<file path="src/rtl/cache_pkg.sv">
// Shared types and width helpers for the write-back set-associative cache.
package cache_pkg;

    typedef enum logic [2:0] {
        ST_IDLE      = 3'd0,
        ST_LOOKUP    = 3'd1,
        ST_WRITEBACK = 3'd2,
        ST_REFILL    = 3'd3,
        ST_RESPOND   = 3'd4
    } state_e;

    // Set-index width: the low address bits select the set.
    function automatic int idx_width(input int sets);
        return $clog2(sets);
    endfunction

    // Tag width: whatever address bits remain above the index.
    function automatic int tag_width(input int addr_w, input int sets);
        return addr_w - $clog2(sets);
    endfunction

    // Age / way-number width; ages are a permutation of 0..WAYS-1.
    function automatic int age_width(input int ways);
        return (ways > 1) ? $clog2(ways) : 1;
    endfunction

endpackage

</file>
<file path="src/rtl/cache_lru.sv">
// LRU bookkeeping for one set: victim choice and age update after an access.
module cache_lru
    import cache_pkg::*;
#(
    parameter int WAYS  = 2,
    parameter int AGE_W = age_width(WAYS)
) (
    input  logic [WAYS-1:0]       valid_i,
    input  logic [WAYS*AGE_W-1:0] ages_i,
    input  logic [AGE_W-1:0]      used_way_i,
    output logic [AGE_W-1:0]      victim_o,
    output logic [WAYS*AGE_W-1:0] ages_o
);

    logic [AGE_W-1:0] used_age;

    // Victim: lowest-index invalid way wins, otherwise the oldest way.
    always_comb begin
        victim_o = '0;
        for (int w = 0; w < WAYS; w++) begin
            if (ages_i[w*AGE_W +: AGE_W] == AGE_W'(WAYS - 1)) begin
                victim_o = AGE_W'(w);
            end
        end
        for (int w = WAYS - 1; w >= 0; w--) begin
            if (!valid_i[w]) begin
                victim_o = AGE_W'(w);
            end
        end
    end

    // Used way becomes youngest; every younger way ages by one.
    always_comb begin
        used_age = '0;
        ages_o   = ages_i;
        for (int w = 0; w < WAYS; w++) begin
            if (AGE_W'(w) == used_way_i) begin
                used_age = ages_i[w*AGE_W +: AGE_W];
            end
        end
        for (int w = 0; w < WAYS; w++) begin
            if (AGE_W'(w) == used_way_i) begin
                ages_o[w*AGE_W +: AGE_W] = '0;
            end else if (ages_i[w*AGE_W +: AGE_W] < used_age) begin
                ages_o[w*AGE_W +: AGE_W] = ages_i[w*AGE_W +: AGE_W] + AGE_W'(1);
            end
        end
    end

endmodule

</file>
<file path="src/rtl/assoc_cache_wb.sv">
// Write-back, write-allocate set-associative cache with one-word lines.
//
//   state     | meaning
//   IDLE      | ready for a request
//   LOOKUP    | tag compare; hit completes, miss picks a victim
//   WRITEBACK | flushing dirty victim to backing memory
//   REFILL    | fetching requested word; victim replaced on ack
//   RESPOND   | one-cycle completion pulse
module assoc_cache_wb
    import cache_pkg::*;
#(
    parameter int ADDR_W = 5,
    parameter int DATA_W = 3,
    parameter int SETS   = 4,
    parameter int WAYS   = 2
) (
    input  logic              clock,
    input  logic              reset_n,
    input  logic              req_valid,
    output logic              req_ready,
    input  logic              req_wren,
    input  logic [ADDR_W-1:0] req_addr,
    input  logic [DATA_W-1:0] req_data,
    output logic              resp_valid,
    output logic              resp_hit,
    output logic [DATA_W-1:0] resp_data,
    output logic              mem_req,
    output logic              mem_we,
    output logic [ADDR_W-1:0] mem_addr,
    output logic [DATA_W-1:0] mem_wdata,
    input  logic              mem_ack,
    input  logic [DATA_W-1:0] mem_rdata
);

    localparam int IDX_W = idx_width(SETS);
    localparam int TAG_W = tag_width(ADDR_W, SETS);
    localparam int AGE_W = age_width(WAYS);

    state_e state_q, state_d;

    logic              wren_q;
    logic [ADDR_W-1:0] addr_q;
    logic [DATA_W-1:0] wdata_q;
    logic [AGE_W-1:0]  victim_q, victim_d;
    logic              hit_q, hit_d;
    logic [DATA_W-1:0] rdata_q, rdata_d;

    logic              valid_q [SETS][WAYS];
    logic              dirty_q [SETS][WAYS];
    logic [AGE_W-1:0]  age_q   [SETS][WAYS];
    logic [TAG_W-1:0]  tag_q   [SETS][WAYS];
    logic [DATA_W-1:0] data_q  [SETS][WAYS];

    logic [IDX_W-1:0]      idx;
    logic [TAG_W-1:0]      tag;
    logic [WAYS-1:0]       set_valid;
    logic [WAYS*AGE_W-1:0] set_ages;
    logic [WAYS*AGE_W-1:0] new_ages;
    logic                  hit_any;
    logic [AGE_W-1:0]      hit_way;
    logic [DATA_W-1:0]     hit_data;
    logic [AGE_W-1:0]      victim;

    logic              line_we;
    logic [AGE_W-1:0]  line_way;
    logic [DATA_W-1:0] line_data;
    logic              line_dirty;
    logic              lru_we;
    logic [AGE_W-1:0]  used_way;

    assign idx = addr_q[IDX_W-1:0];
    assign tag = addr_q[ADDR_W-1:IDX_W];

    // Gather the addressed set and compare tags.
    always_comb begin
        set_valid = '0;
        set_ages  = '0;
        hit_any   = 1'b0;
        hit_way   = '0;
        hit_data  = '0;
        for (int w = 0; w < WAYS; w++) begin
            set_valid[w]                = valid_q[idx][w];
            set_ages[w*AGE_W +: AGE_W]  = age_q[idx][w];
            if (valid_q[idx][w] && (tag_q[idx][w] == tag)) begin
                hit_any  = 1'b1;
                hit_way  = AGE_W'(w);
                hit_data = data_q[idx][w];
            end
        end
    end

    cache_lru #(
        .WAYS  (WAYS),
        .AGE_W (AGE_W)
    ) u_lru (
        .valid_i    (set_valid),
        .ages_i     (set_ages),
        .used_way_i (used_way),
        .victim_o   (victim),
        .ages_o     (new_ages)
    );

    // State register; reset abandons any memory transaction immediately.
    always_ff @(posedge clock or negedge reset_n) begin
        if (!reset_n) begin
            state_q <= ST_IDLE;
        end else begin
            state_q <= state_d;
        end
    end

    // Next state, outputs and line/LRU write strobes.
    always_comb begin
        state_d    = state_q;
        victim_d   = victim_q;
        hit_d      = hit_q;
        rdata_d    = rdata_q;
        req_ready  = 1'b0;
        resp_valid = 1'b0;
        resp_hit   = 1'b0;
        resp_data  = '0;
        mem_req    = 1'b0;
        mem_we     = 1'b0;
        mem_addr   = '0;
        mem_wdata  = '0;
        line_we    = 1'b0;
        line_way   = victim_q;
        line_data  = '0;
        line_dirty = 1'b0;
        lru_we     = 1'b0;
        used_way   = victim_q;
        case (state_q)
            ST_IDLE: begin
                req_ready = 1'b1;
                if (req_valid) begin
                    state_d = ST_LOOKUP;
                end
            end
            ST_LOOKUP: begin
                if (hit_any) begin
                    used_way = hit_way;
                    lru_we   = 1'b1;
                    hit_d    = 1'b1;
                    rdata_d  = hit_data;
                    if (wren_q) begin
                        line_we    = 1'b1;
                        line_way   = hit_way;
                        line_data  = wdata_q;
                        line_dirty = 1'b1;
                        rdata_d    = wdata_q;
                    end
                    state_d = ST_RESPOND;
                end else begin
                    victim_d = victim;
                    hit_d    = 1'b0;
                    if (valid_q[idx][victim] && dirty_q[idx][victim]) begin
                        state_d = ST_WRITEBACK;
                    end else begin
                        state_d = ST_REFILL;
                    end
                end
            end
            ST_WRITEBACK: begin
                mem_req   = 1'b1;
                mem_we    = 1'b1;
                mem_addr  = {tag_q[idx][victim_q], idx};
                mem_wdata = data_q[idx][victim_q];
                if (mem_ack) begin
                    state_d = ST_REFILL;
                end
            end
            ST_REFILL: begin
                mem_req  = 1'b1;
                mem_addr = addr_q;
                if (mem_ack) begin
                    line_we    = 1'b1;
                    line_data  = wren_q ? wdata_q : mem_rdata;
                    line_dirty = wren_q;
                    lru_we     = 1'b1;
                    hit_d      = 1'b0;
                    rdata_d    = line_data;
                    state_d    = ST_RESPOND;
                end
            end
            ST_RESPOND: begin
                resp_valid = 1'b1;
                resp_hit   = hit_q;
                resp_data  = rdata_q;
                state_d    = ST_IDLE;
            end
            default: state_d = ST_IDLE;
        endcase
    end

    // Request capture and per-access bookkeeping registers.
    always_ff @(posedge clock or negedge reset_n) begin
        if (!reset_n) begin
            wren_q   <= 1'b0;
            addr_q   <= '0;
            wdata_q  <= '0;
            victim_q <= '0;
            hit_q    <= 1'b0;
            rdata_q  <= '0;
        end else begin
            if ((state_q == ST_IDLE) && req_valid) begin
                wren_q  <= req_wren;
                addr_q  <= req_addr;
                wdata_q <= req_data;
            end
            victim_q <= victim_d;
            hit_q    <= hit_d;
            rdata_q  <= rdata_d;
        end
    end

    // Line storage and ages; reset invalidates everything and seeds age = way.
    always_ff @(posedge clock or negedge reset_n) begin
        if (!reset_n) begin
            for (int s = 0; s < SETS; s++) begin
                for (int w = 0; w < WAYS; w++) begin
                    valid_q[s][w] <= 1'b0;
                    dirty_q[s][w] <= 1'b0;
                    age_q[s][w]   <= AGE_W'(w);
                    tag_q[s][w]   <= '0;
                    data_q[s][w]  <= '0;
                end
            end
        end else begin
            if (lru_we) begin
                for (int w = 0; w < WAYS; w++) begin
                    age_q[idx][w] <= new_ages[w*AGE_W +: AGE_W];
                end
            end
            if (line_we) begin
                valid_q[idx][line_way] <= 1'b1;
                dirty_q[idx][line_way] <= line_dirty;
                tag_q[idx][line_way]   <= tag;
                data_q[idx][line_way]  <= line_data;
            end
        end
    end

endmodule

</file>
<file path="config.mk">
export PLATFORM = sky130hd
export DESIGN_NAME = assoc_cache_wb
export DESIGN_NICKNAME = d
export VERILOG_FILES = /design/src/rtl/cache_pkg.sv /design/src/rtl/cache_lru.sv /design/src/rtl/assoc_cache_wb.sv
export SDC_FILE = /design/constraint.sdc
export NUM_CORES = 1
export LEC_CHECK = 0
export ABC_AREA = 1
export BUFFER_PORTS_ARGS = -buffer_cell sky130_fd_sc_hd__buf_4
export CAP_MARGIN = 10
export CORE_MARGIN = 4
export CORE_UTILIZATION = 50
export CTS_BUF_LIST = sky130_fd_sc_hd__clkbuf_8 sky130_fd_sc_hd__clkbuf_16
export CTS_CLUSTER_SIZE = 30
export DETAILED_ROUTE_END_ITERATION = 8
export GPL_TIMING_DRIVEN = 0
export PLACE_DENSITY = 0.68
export SLEW_MARGIN = 20
export SYNTH_ARGS = -nofsm -noshare
export SYNTH_HDL_FRONTEND = slang
export SYNTH_HIERARCHICAL = 1
export SYNTH_SLANG_ARGS = --single-unit
</file>
<file path="constraint.sdc">
create_clock -name clock -period 4.9 [get_ports clock]
set_input_delay 0.49 -clock clock [delete_from_list [all_inputs] [get_ports clock]]
set_output_delay 0.49 -clock clock [all_outputs]
set_load 0.05 [all_outputs]
</file>
==> results of run 1 <==
kinds of logic after synthesis:
family	synth area share [%]
AO/OA/AOI/OAI	7.79
multiplexers	0.710
AND/OR/NAND/NOR	37.1
flip-flops	46.9
buffers and inverters	7.44
power groups by stage:
stage / clock network, mW / registers [mW] / logic [mW]
5_1_grt: 0.556 / 1.12 / 2.00
2_1_floorplan: 0 / 1.07 / 1.34
6_report: 0.515 / 1.10 / 1.82
4_1_cts: 0.527 / 1.09 / 1.81
3_5_place_dp: 0 / 1.11 / 1.80
3_3_place_gp: 0 / 1.10 / 1.78
Yosys cell counts (all sizes together), types with 3 or more instances:
cell | number | area, µm²
a21oi | 12 | 67.6
a22oi | 16 | 120
a31oi | 3 | 18.8
buf | 19 | 180
clkbuf | 6 | 22.5
dfrtp | 85 | 2130
dfstp | 4 | 105
inv | 38 | 148
mux2 | 3 | 33.8
nand2 | 283 | 1100
nand3 | 31 | 168
nand4 | 32 | 230
nor2 | 48 | 260
o21ai | 26 | 130
o22ai | 3 | 18.8
registers in the layout, indices dropped and copies added (netlist names), 5 cells and up:
register and flops:
addr_q 5, age_q 8, tag_q 24, dirty_q 8, data_q 24, valid_q 8
final timing paths:
kind	from	endpoint	slack (ns)	cells past startpoint
max	addr_q[1]	mem_wdata[2]	1.87	8
min	reset_n	tag_q[15]	0.18	1
max reg2reg	addr_q[1]	state_q[0]	2.22	13
min reg2reg	valid_q[0]	valid_q[0]	0.47	2
max in group asynchronous	reset_n	data_q[19]	4.14	1
min in group clock	mem_ack	state_q[0]	0.34	2
critical path, cell delays in order (launching register included):
cell	delay, ns
dfrtp_1	0.39
buf_6	0.15
nor2_2	0.27
clkbuf_1	0.46
a22oi_1	0.17
nand2_1	0.16
o21ai_0	0.09
a31oi_1	0.24
buf_4	0.24
layout by cell type (no fill, tap or decap), drive strengths merged:
cell / count
nand2: 283
dfrtp: 85
buf: 50
nor2: 48
inv: 40
nand4: 32
nand3: 31
o21ai: 26
a22oi: 16
clkbuf: 16
a21oi: 12
dfstp: 4
o22ai: 3
a31oi: 3
mux2: 3
clkinvlp: 3
clkinv: 1
or2: 1
o31ai: 1
a21boi: 1
bufinv: 1
cell type report:
cell class | count | area, µm² | area share (%)
inverters | 39 | 151 | 2.83
well taps | 129 | 161 | 3.02
plain buffers | 25 | 203 | 3.79
multi-input cells | 460 | 2170 | 40.6
flip-flops and latches | 89 | 2230 | 41.7
clock buffers | 10 | 138 | 2.57
repair buffers | 31 | 236 | 4.42
clock inverters | 6 | 60.1 | 1.12
metal layers:
| metal | vias to the layer above | track usage [%] | wire [µm] |
|---|---|---|---|
| li1 | 2059 | - | - |
| met1 | 2010 | 34.2 | 5810 |
| met2 | 135 | 37.3 | 5920 |
| met3 | 17 | 3.18 | 754 |
| met4 | 0 | 7.40 | 186 |
| met5 | - | 0 | 0 |
metrics by stage:
| step | hold slack [ns] | power (mW) | area, µm² |
|---|---|---|---|
| after floorplan | 0.194 | 2.41 | 4760 |
| after global placement | 0.447 | 2.88 | 5150 |
| after detailed placement | 0.451 | 2.91 | 5150 |
| after CTS | 0.326 | 3.43 | 5350 |
| after global routing | 0.251 | 3.68 | 5350 |
| final | 0.183 | 3.43 | 5350 |
==> impl_metrics.toml, run 1 <==
[outcome]
outcome = "completed"

[global_route]
gr-total-overflow = 0
grtUsageTotal_pct = 23.7
grt_max_degree = 90
grt_pass1_wl_mm = 20.9
grt_pass1_vias = 4009
grt_antenna_before_repair = 0

[logic_synthesis]
ys_types = 32
ys.warnings.count = 6
async_flop_share_pct = 100
ys_seq_area_share_pct = 46.9
netlist_area_um2 = 4760
synth-seq-cells = 89
synth_edf_count = 0
yosys_most_used_dff = "dfrtp_1"
synthCells = 613
synth_area_per_cell_um2 = 7.76
synth_nets = 629

[critical_path]
crit_type = "flip-flop to output pin"
required_ns = 4.41
critPathLaunchType = "flip-flop"
worstPathArrival_ns = 2.54
cp-end-kind = "output pin"
critical_path.max_fanout = 10

[clock_network]
clock_sinks = 89
root_buffer = "clkbuf_8"
cts_setup_buffers = 0
cts_buffers = 9
cts_tree = "built"
postCtsHoldBufs = 0
cts.path.max_buffers = 2
cts.clk_slew.worst_paths_ns = 0.10
clkLatencyLatePin_ns = 0.36
cts-htree-levels = 3
cts_resized = 0

[floorplanning]
core_area_um2 = 9240
die_h_um = 106
die_area_um2 = 11100
die_width_um = 106
start_util_pct = 51.5
rows = 35
pin_count = 32

[place]
dp_hpwl_mm = 9.04
gp_congestion = 0.857
dpl_worst_slack_ns = 2.32
portBuffers = 31
dp.cells = 773

[cells_and_area]
fin_cells = 789
finalNetCount = 671
final_core_util_pct = 57.9
area_growth_pct = 12.5
nFillCells = 877
layout-drive-gt1-share_pct = 16.4
n_antenna_cell = 0

[routing]
drt_wl_total_mm = 12.7
vias_per_cell = 5.35
ant_nets = 0
drcViolationCount = 0
dr.pass1.iters = 5
vias = 4221
wl_per_cell_um = 16.1
first_iter_violations = 370

[sta]
slew_violations = 0
fin_crit_sh_pct = 61.9
final-hold-violation-count = 0
max_freq_mhz = 330
period_minus_slack_ns = 3.03
rsz0062_at_grt = "no"
postLayoutSetupSlackWorst_ns = 1.87
setup_tns_ns = 0
fin_worst_skew_ns = 0.0170
worst_pin_slew_ns = 0.817
slew_headroom_pct = 45.5
setup_viol = 0

[power]
leakagePower_nw = 2.78
pwr-share-seq_pct = 32.0
p_switching_mw = 1.67
swShare_pct = 48.8
power_frac_clock_pct = 15.0
p_int_mw = 1.75
pwr-share-comb_pct = 53.0
irDropWorstVdd_mv = 0.288
cellPowerDensity_nw_per_um2 = 640

[run]
cap_violations = 0

[min_path]
min_path_type = "input port to asynchronous set/reset pin"
Power figures use the tool's default switching activity.
==> inputs of run 2 (changes only) <==
- ABC_AREA: 1 -> 0
- clock period: 4.9 -> 2.9 ns (I/O delays scaled with it)
==> run 2 against run 1 <==
The flow now finishes with violations (hold timing); final area is 4.4% lower; wire length fell by 20%; worst hold slack worse by 0.20 ns; via count down 31%; non-clock buffer count shrank 2; critical endpoint is now data_q[10].
==> impl_metrics.toml, run 2 <==
[routing]
first_iter_violations = 95
ant_nets = 0
vias_per_cell = 5.96
vias = 2922
drcViolationCount = 0
wl_per_cell_um = 20.8
dr.pass1.iters = 5
drt_wl_total_mm = 10.2

[critical_path]
cp-end-kind = "flip-flop"
path_cells = "buf_6 -> mux4_2 -> xnor2_1 -> nand4_2 -> and2_1 -> clkbuf_1 -> o32ai_2 -> mux2_2"
crit_type = "flip-flop to flip-flop"
required_ns = 3.21
cp_slowest_cell = "o32ai_2"
cpPeakStageDelay_ns = 0.59
critical_path.max_fanout = 8
worstPathArrival_ns = 3.12
critPathLaunchType = "flip-flop"

[logic_synthesis]
synthAdderAreaFrac_pct = 0
synth_area_per_cell_um2 = 13.4
synthCells = 331
yosys_most_used_dff = "dfrtp_1"
synth.top_cell.area_share_pct = 47.9
yosys.cell_count.top_type = "dfrtp_1"
synth.area.top_cells = "dfrtp_1 (48%), mux2_2 (17%), mux4_2 (6.1%)"
ys.warnings.count = 6
yosys-top-cells-count = "dfrtp_1 (85), mux2_2 (67), nor2_1 (18), nand2_1 (14), clkbuf_1 (13)"
synth_nets = 347
netlist_area_um2 = 4440
synth-seq-cells = 89
synth_compound_area_share_pct = 5.49
muxShareOfSynthArea_pct = 30.8
async_flop_share_pct = 100
ys_types = 46
synth_top_family_by_area = "multiplexers"
synth_largest_area_cell = "dfrtp_1"
ys_seq_area_share_pct = 50.2
synth_edf_count = 0
synth_xor_area_share_pct = 1.18
synth-simple-area-share_pct = 9.88

[clock_network]
cts.path.max_buffers = 2
postCtsHoldBufs = 0
cts_buffers = 9
cts_tree = "built"
clock_sinks = 89
cts-htree-levels = 3
cts.clk_slew.worst_paths_ns = 0.10
root_buffer = "clkbuf_8"
clkLatencyLatePin_ns = 0.37

[sta]
setup_tns_ns = 0
fin_crit_sh_pct = 97.2
slew_headroom_pct = 46.1
slew_violations = 0
setup_viol = 0
fin_worst_skew_ns = 0.0112
whs_ns = -0.0134
final-hold-violation-count = 14
rsz0062_at_grt = "yes"
max_freq_mhz = 355
period_minus_slack_ns = 2.82
postLayoutSetupSlackWorst_ns = 0.0814
worst_pin_slew_ns = 0.808

[global_route]
grt_antenna_before_repair = 0
grt_pass1_vias = 2843
grt_max_degree = 90
gr-total-overflow = 0
grt_pass1_wl_mm = 15.8
grtUsageTotal_pct = 20.5

[cells_and_area]
multi_input_area_um2 = 2170
nFillCells = 720
finalNetCount = 393
area_growth_pct = 15.2
layout_common_cells = "dfrtp_1 (84), mux2_2 (67), buf_4 (35)"
regArea_um2 = 2230
final_common_cell = "dfrtp_1"
finalInstanceArea_um2 = 5120
top_regs = "data_q: 24 flops, tag_q: 24 flops"
layout-drive-gt1-share_pct = 46.3
n_antenna_cell = 0

[place]
dpl_worst_slack_ns = -0.600
gp_congestion = 0.888
portBuffers = 31
place_area_um2 = 4820
dp_hpwl_mm = 6.71

[outcome]
violations = "hold timing"
outcome = "finished with violations"

[floorplanning]
start_util_pct = 51.2
die_width_um = 102
core_area_um2 = 8680
die_area_um2 = 10500
die_h_um = 102
rows = 34
pin_count = 32

[power]
leakagePower_nw = 2.29
cellPowerDensity_nw_per_um2 = 1070
irDropWorstVdd_mv = 0.427

[min_path]
min_path_type = "input port to asynchronous set/reset pin"

[run]
cap_violations = 0
[run 2: worst max-delay path: cells and delay by family (launching register included)]
kind | cells | cell delay [ns]
compound gates | 1 | 0.59
mux | 2 | 0.85
buf+inv | 2 | 0.39
simple gates | 2 | 0.37
xor+xnor | 1 | 0.20
flops | 1 | 0.35
[run 2: logic make-up after synthesis]
| group | Yosys count |
|---|---|
| xor gates and xnor gates | 6 |
| and+or+nand+nor | 77 |
| muxes | 100 |
| AOI/OAI and AO/OA | 35 |
| DFF | 89 |
| buffers and inverters | 24 |
[run 2: stage by stage]
step                      total power, mW  util (%)  std cells
after floorplan                      3.88         -        331
after CTS                            5.41      58.5        491
after detailed placement             4.56      55.5        470
after global placement               4.48      55.5        470
after global routing                 5.81      59.0        490
final                                5.49      59.0        490
[run 2: final cells by class]
class | count | area share, %
Sequential cell | 89 | 43.6
Tap cell | 108 | 2.64
Timing Repair Buffer | 37 | 5.74
Clock inverter | 7 | 1.08
Clock buffer | 9 | 2.42
Inverter | 5 | 0.367
Multi-Input combinational cell | 218 | 42.3
Buffer | 17 | 1.78
[run 2: path summary, 6_finish.rpt]
path                              endpoint  cells past startpoint   startpoint  slack, ns
min in group clock              wdata_q[0]                      3  req_data[0]       0.12
max in group asynchronous        addr_q[1]                      1      reset_n       2.33
worst max register to register  data_q[10]                      8    addr_q[0]       0.08
worst min-delay path             data_q[8]                      1      reset_n      -0.01
worst max-delay path            data_q[10]                      8    addr_q[0]       0.08
worst min register to register  valid_q[2]                      1   valid_q[2]       0.46
[run 2: repair_timing]
action	4_1_cts	5_1_grt
gates cloned	0	0
gates resized for setup	8	17
endpoints found under the setup margin	77	53
pin swaps	4	0
setup buffers	6	0
[run 2: power by group]
part           total (mW)  switching, mW  internal (mW)
Combinational        2.74           1.50           1.24
Clock               0.799          0.481          0.319
Sequential           1.95          0.274           1.68
Total                5.49           2.26           3.23
[run 2: metal layers]
metal,routed length (µm),track usage (%),part of all wire (%)
met3,443,4.51,4.4
met1,4780,29.0,47
met2,4720,32.1,46
met4,226,5.85,2.2
met5,0,0,0
==> inputs of run 3 (changes only) <==
- SYNTH_HIERARCHICAL: 1 -> default
==> run 3 against run 2 <==
The run still ends with hold timing left; clock power grew 25%; sequential share of layout area grew 0.93 points; register-to-register slack better by 0.099 ns; cell count up 1.2%; sequential power hardly changed.
==> impl_metrics.toml, run 3 <==
[routing]
drcViolationCount = 0
drt_wl_total_mm = 9.63
vias_per_cell = 5.81
vias = 2882
first_iter_violations = 102
ant_nets = 0
wl_per_cell_um = 19.4
dr.pass1.iters = 5

[logic_synthesis]
synth_edf_count = 0
synth.top_cell.area_share_pct = 48.4
ys.warnings.count = 0
yosys_most_used_dff = "dfrtp_1"
synth-seq-cells = 89
synthCells = 345
netlist_area_um2 = 4400
ys_types = 41
synth_nets = 361
synth.area.top_cells = "dfrtp_1 (48%), mux2_2 (17%), mux4_2 (9.2%)"
yosys-top-cells-count = "dfrtp_1 (85), mux2_2 (65), a21oi_1 (26), nor2_1 (24), mux4_2 (18)"
async_flop_share_pct = 100
yosys.cell_count.top_type = "dfrtp_1"
ys_seq_area_share_pct = 50.8
synth_largest_area_cell = "dfrtp_1"
synth_area_per_cell_um2 = 12.7

[critical_path]
cp_slowest_cell = "mux4_2"
crit_type = "flip-flop to output pin"
worst_path_most_repeated_cell = "buf_6"
critical_path.max_fanout = 10
r2r_cells = 8
worstPathArrival_ns = 2.48
critPathLaunchType = "flip-flop"
crit_start = "addr_q[0]"
path_cells = "buf_6 -> buf_6 -> buf_2 -> mux4_2 -> mux2i_1 -> nor3_1 -> buf_4"
required_ns = 2.61
cpPeakStageDelay_ns = 0.60
reg2reg_from = "addr_q[0]"
cp-end-kind = "output pin"

[sta]
worst_pin_slew_ns = 0.796
setup_tns_ns = 0
fin_crit_sh_pct = 95.7
fin_worst_skew_ns = 0.00884
whs_ns = -0.00635
setup_viol = 0
slew_violations = 0
final-hold-violation-count = 5
max_freq_mhz = 360
slew_headroom_pct = 46.9
period_minus_slack_ns = 2.77
rsz0062_at_grt = "no"

[clock_network]
postCtsHoldBufs = 0
cts_tree = "built"
clkLatencyLatePin_ns = 0.36
root_buffer = "clkbuf_8"
cts.path.max_buffers = 2
cts_buffers = 9
clock_sinks = 89
cts-htree-levels = 3
cts.clk_slew.worst_paths_ns = 0.09
cts_setup_buffers = 0

[cells_and_area]
area_growth_pct = 13.9
layout-drive-gt1-share_pct = 41.7
final_core_util_pct = 59.8
fin_cells = 496
regArea_um2 = 2230
finalNetCount = 402
nFillCells = 691
n_antenna_cell = 0
multi_input_area_um2 = 2040
layout_common_cells = "dfrtp_1 (85), mux2_2 (65), buf_4 (32)"
top_regs = "data_q: 24 flops, tag_q: 24 flops"
final_common_cell = "dfrtp_1"

[global_route]
gr-total-overflow = 0
grt_max_degree = 90
grtUsageTotal_pct = 20.2
grt_pass1_wl_mm = 15.8
grt_pass1_vias = 2967
grt_antenna_before_repair = 0

[min_path]
min_path_type = "input port to asynchronous set/reset pin"

[power]
irDropWorstVdd_mv = 0.487
cellPowerDensity_nw_per_um2 = 1080
leakagePower_nw = 2.28

[place]
gp_congestion = 0.912
dp.cells = 481
dp_hpwl_mm = 6.70
portBuffers = 31

[outcome]
violations = "hold timing"
outcome = "finished with violations"

[floorplanning]
die_area_um2 = 10400
start_util_pct = 52.4
rows = 33
die_width_um = 102
core_area_um2 = 8380
die_h_um = 102
pin_count = 32

[run]
cap_violations = 0
[run 3: cell types whose count changed in the layout (fill, tap and decap cells not counted), sizes merged, moves of 4 or more]
cell / previous run / this run
and3: 0 / 5
mux2i: 8 / 3
mux2: 74 / 65
and2: 8 / 4
a21oi: 8 / 26
inv: 7 / 3
nor2: 18 / 24
[run 3: metrics by stage]
| stage | hold WS [ns] | instance area [µm²] | setup WS (ns) | power (mW) |
|---|---|---|---|---|
| floorplan | -0.00559 | 4400 | 0.207 | 3.79 |
| global placement | 0.445 | 4760 | 0.0575 | 4.38 |
| detailed placement | 0.451 | 4760 | 0.0713 | 4.44 |
| CTS | 0.144 | 5000 | 0.0500 | 5.45 |
| global route | 0.0608 | 5010 | 0.0000582 | 5.75 |
| finish | -0.00635 | 5010 | 0.125 | 5.43 |
[run 3: power by group]
part,internal (mW),total (mW),switching [mW]
Sequential,1.67,1.93,0.262
Clock,0.556,0.996,0.439
Combinational,1.10,2.50,1.40
Total,3.32,5.43,2.10
[run 3: repair_timing]
action	CTS	global route
pin swaps	0	1
gates resized for setup	1	2
setup endpoints to repair	1	36
[run 3: path summary, 6_finish.rpt]
path / end / slack [ns]
min reg2reg: valid_q[6] / 0.47
max reg2reg: tag_q[4] / 0.18
max in group asynchronous: wren_q / 2.37
min in group clock: addr_q[3] / 0.16
min: valid_q[5] / -0.006
max: mem_wdata[1] / 0.13
[run 3: kinds of logic (layout without fill, tap and decap cells)]
family / Yosys count / count (layout) / share of synthesized area, %
multiplexers: 86 / 86 / 26.6
flip-flops: 89 / 89 / 50.8
buffers and inverters: 27 / 73 / 2.96
XOR/XNOR: 6 / 6 / 1.37
AND/OR/NAND/NOR: 85 / 85 / 11.0
AO/OA/AOI/OAI: 52 / 52 / 7.32
[run 3: area by class of cell]
cell class / count / share of cell area [%]
Buffer: 22 / 2.32
Clock buffer: 12 / 3.30
Clock inverter: 4 / 1.47
Inverter: 4 / 0.300
Multi-Input combinational cell: 229 / 40.7
Sequential cell: 89 / 44.6
Tap cell: 105 / 2.62
Timing Repair Buffer: 31 / 4.72
[run 3: per-layer routing]
| metal | routed length, µm | global-route usage (%) | vias up | share of wire (%) |
|---|---|---|---|---|
| li1 | - | - | 1325 | - |
| met5 | 0 | 0 | - | 0 |
| met3 | 352 | 3.17 | 10 | 3.7 |
| met2 | 4560 | 31.0 | 61 | 47 |
| met4 | 178 | 8.28 | 0 | 1.8 |
| met1 | 4550 | 28.7 | 1486 | 47 |
[run 3: worst max-delay path, delay by kind of cell (launching register included)]
family                 cells  cell delay, ns
buffers and inverters      4            0.93
flip-flops                 1            0.34
multiplexers               2            0.78
AND/OR/NAND/NOR            1            0.06
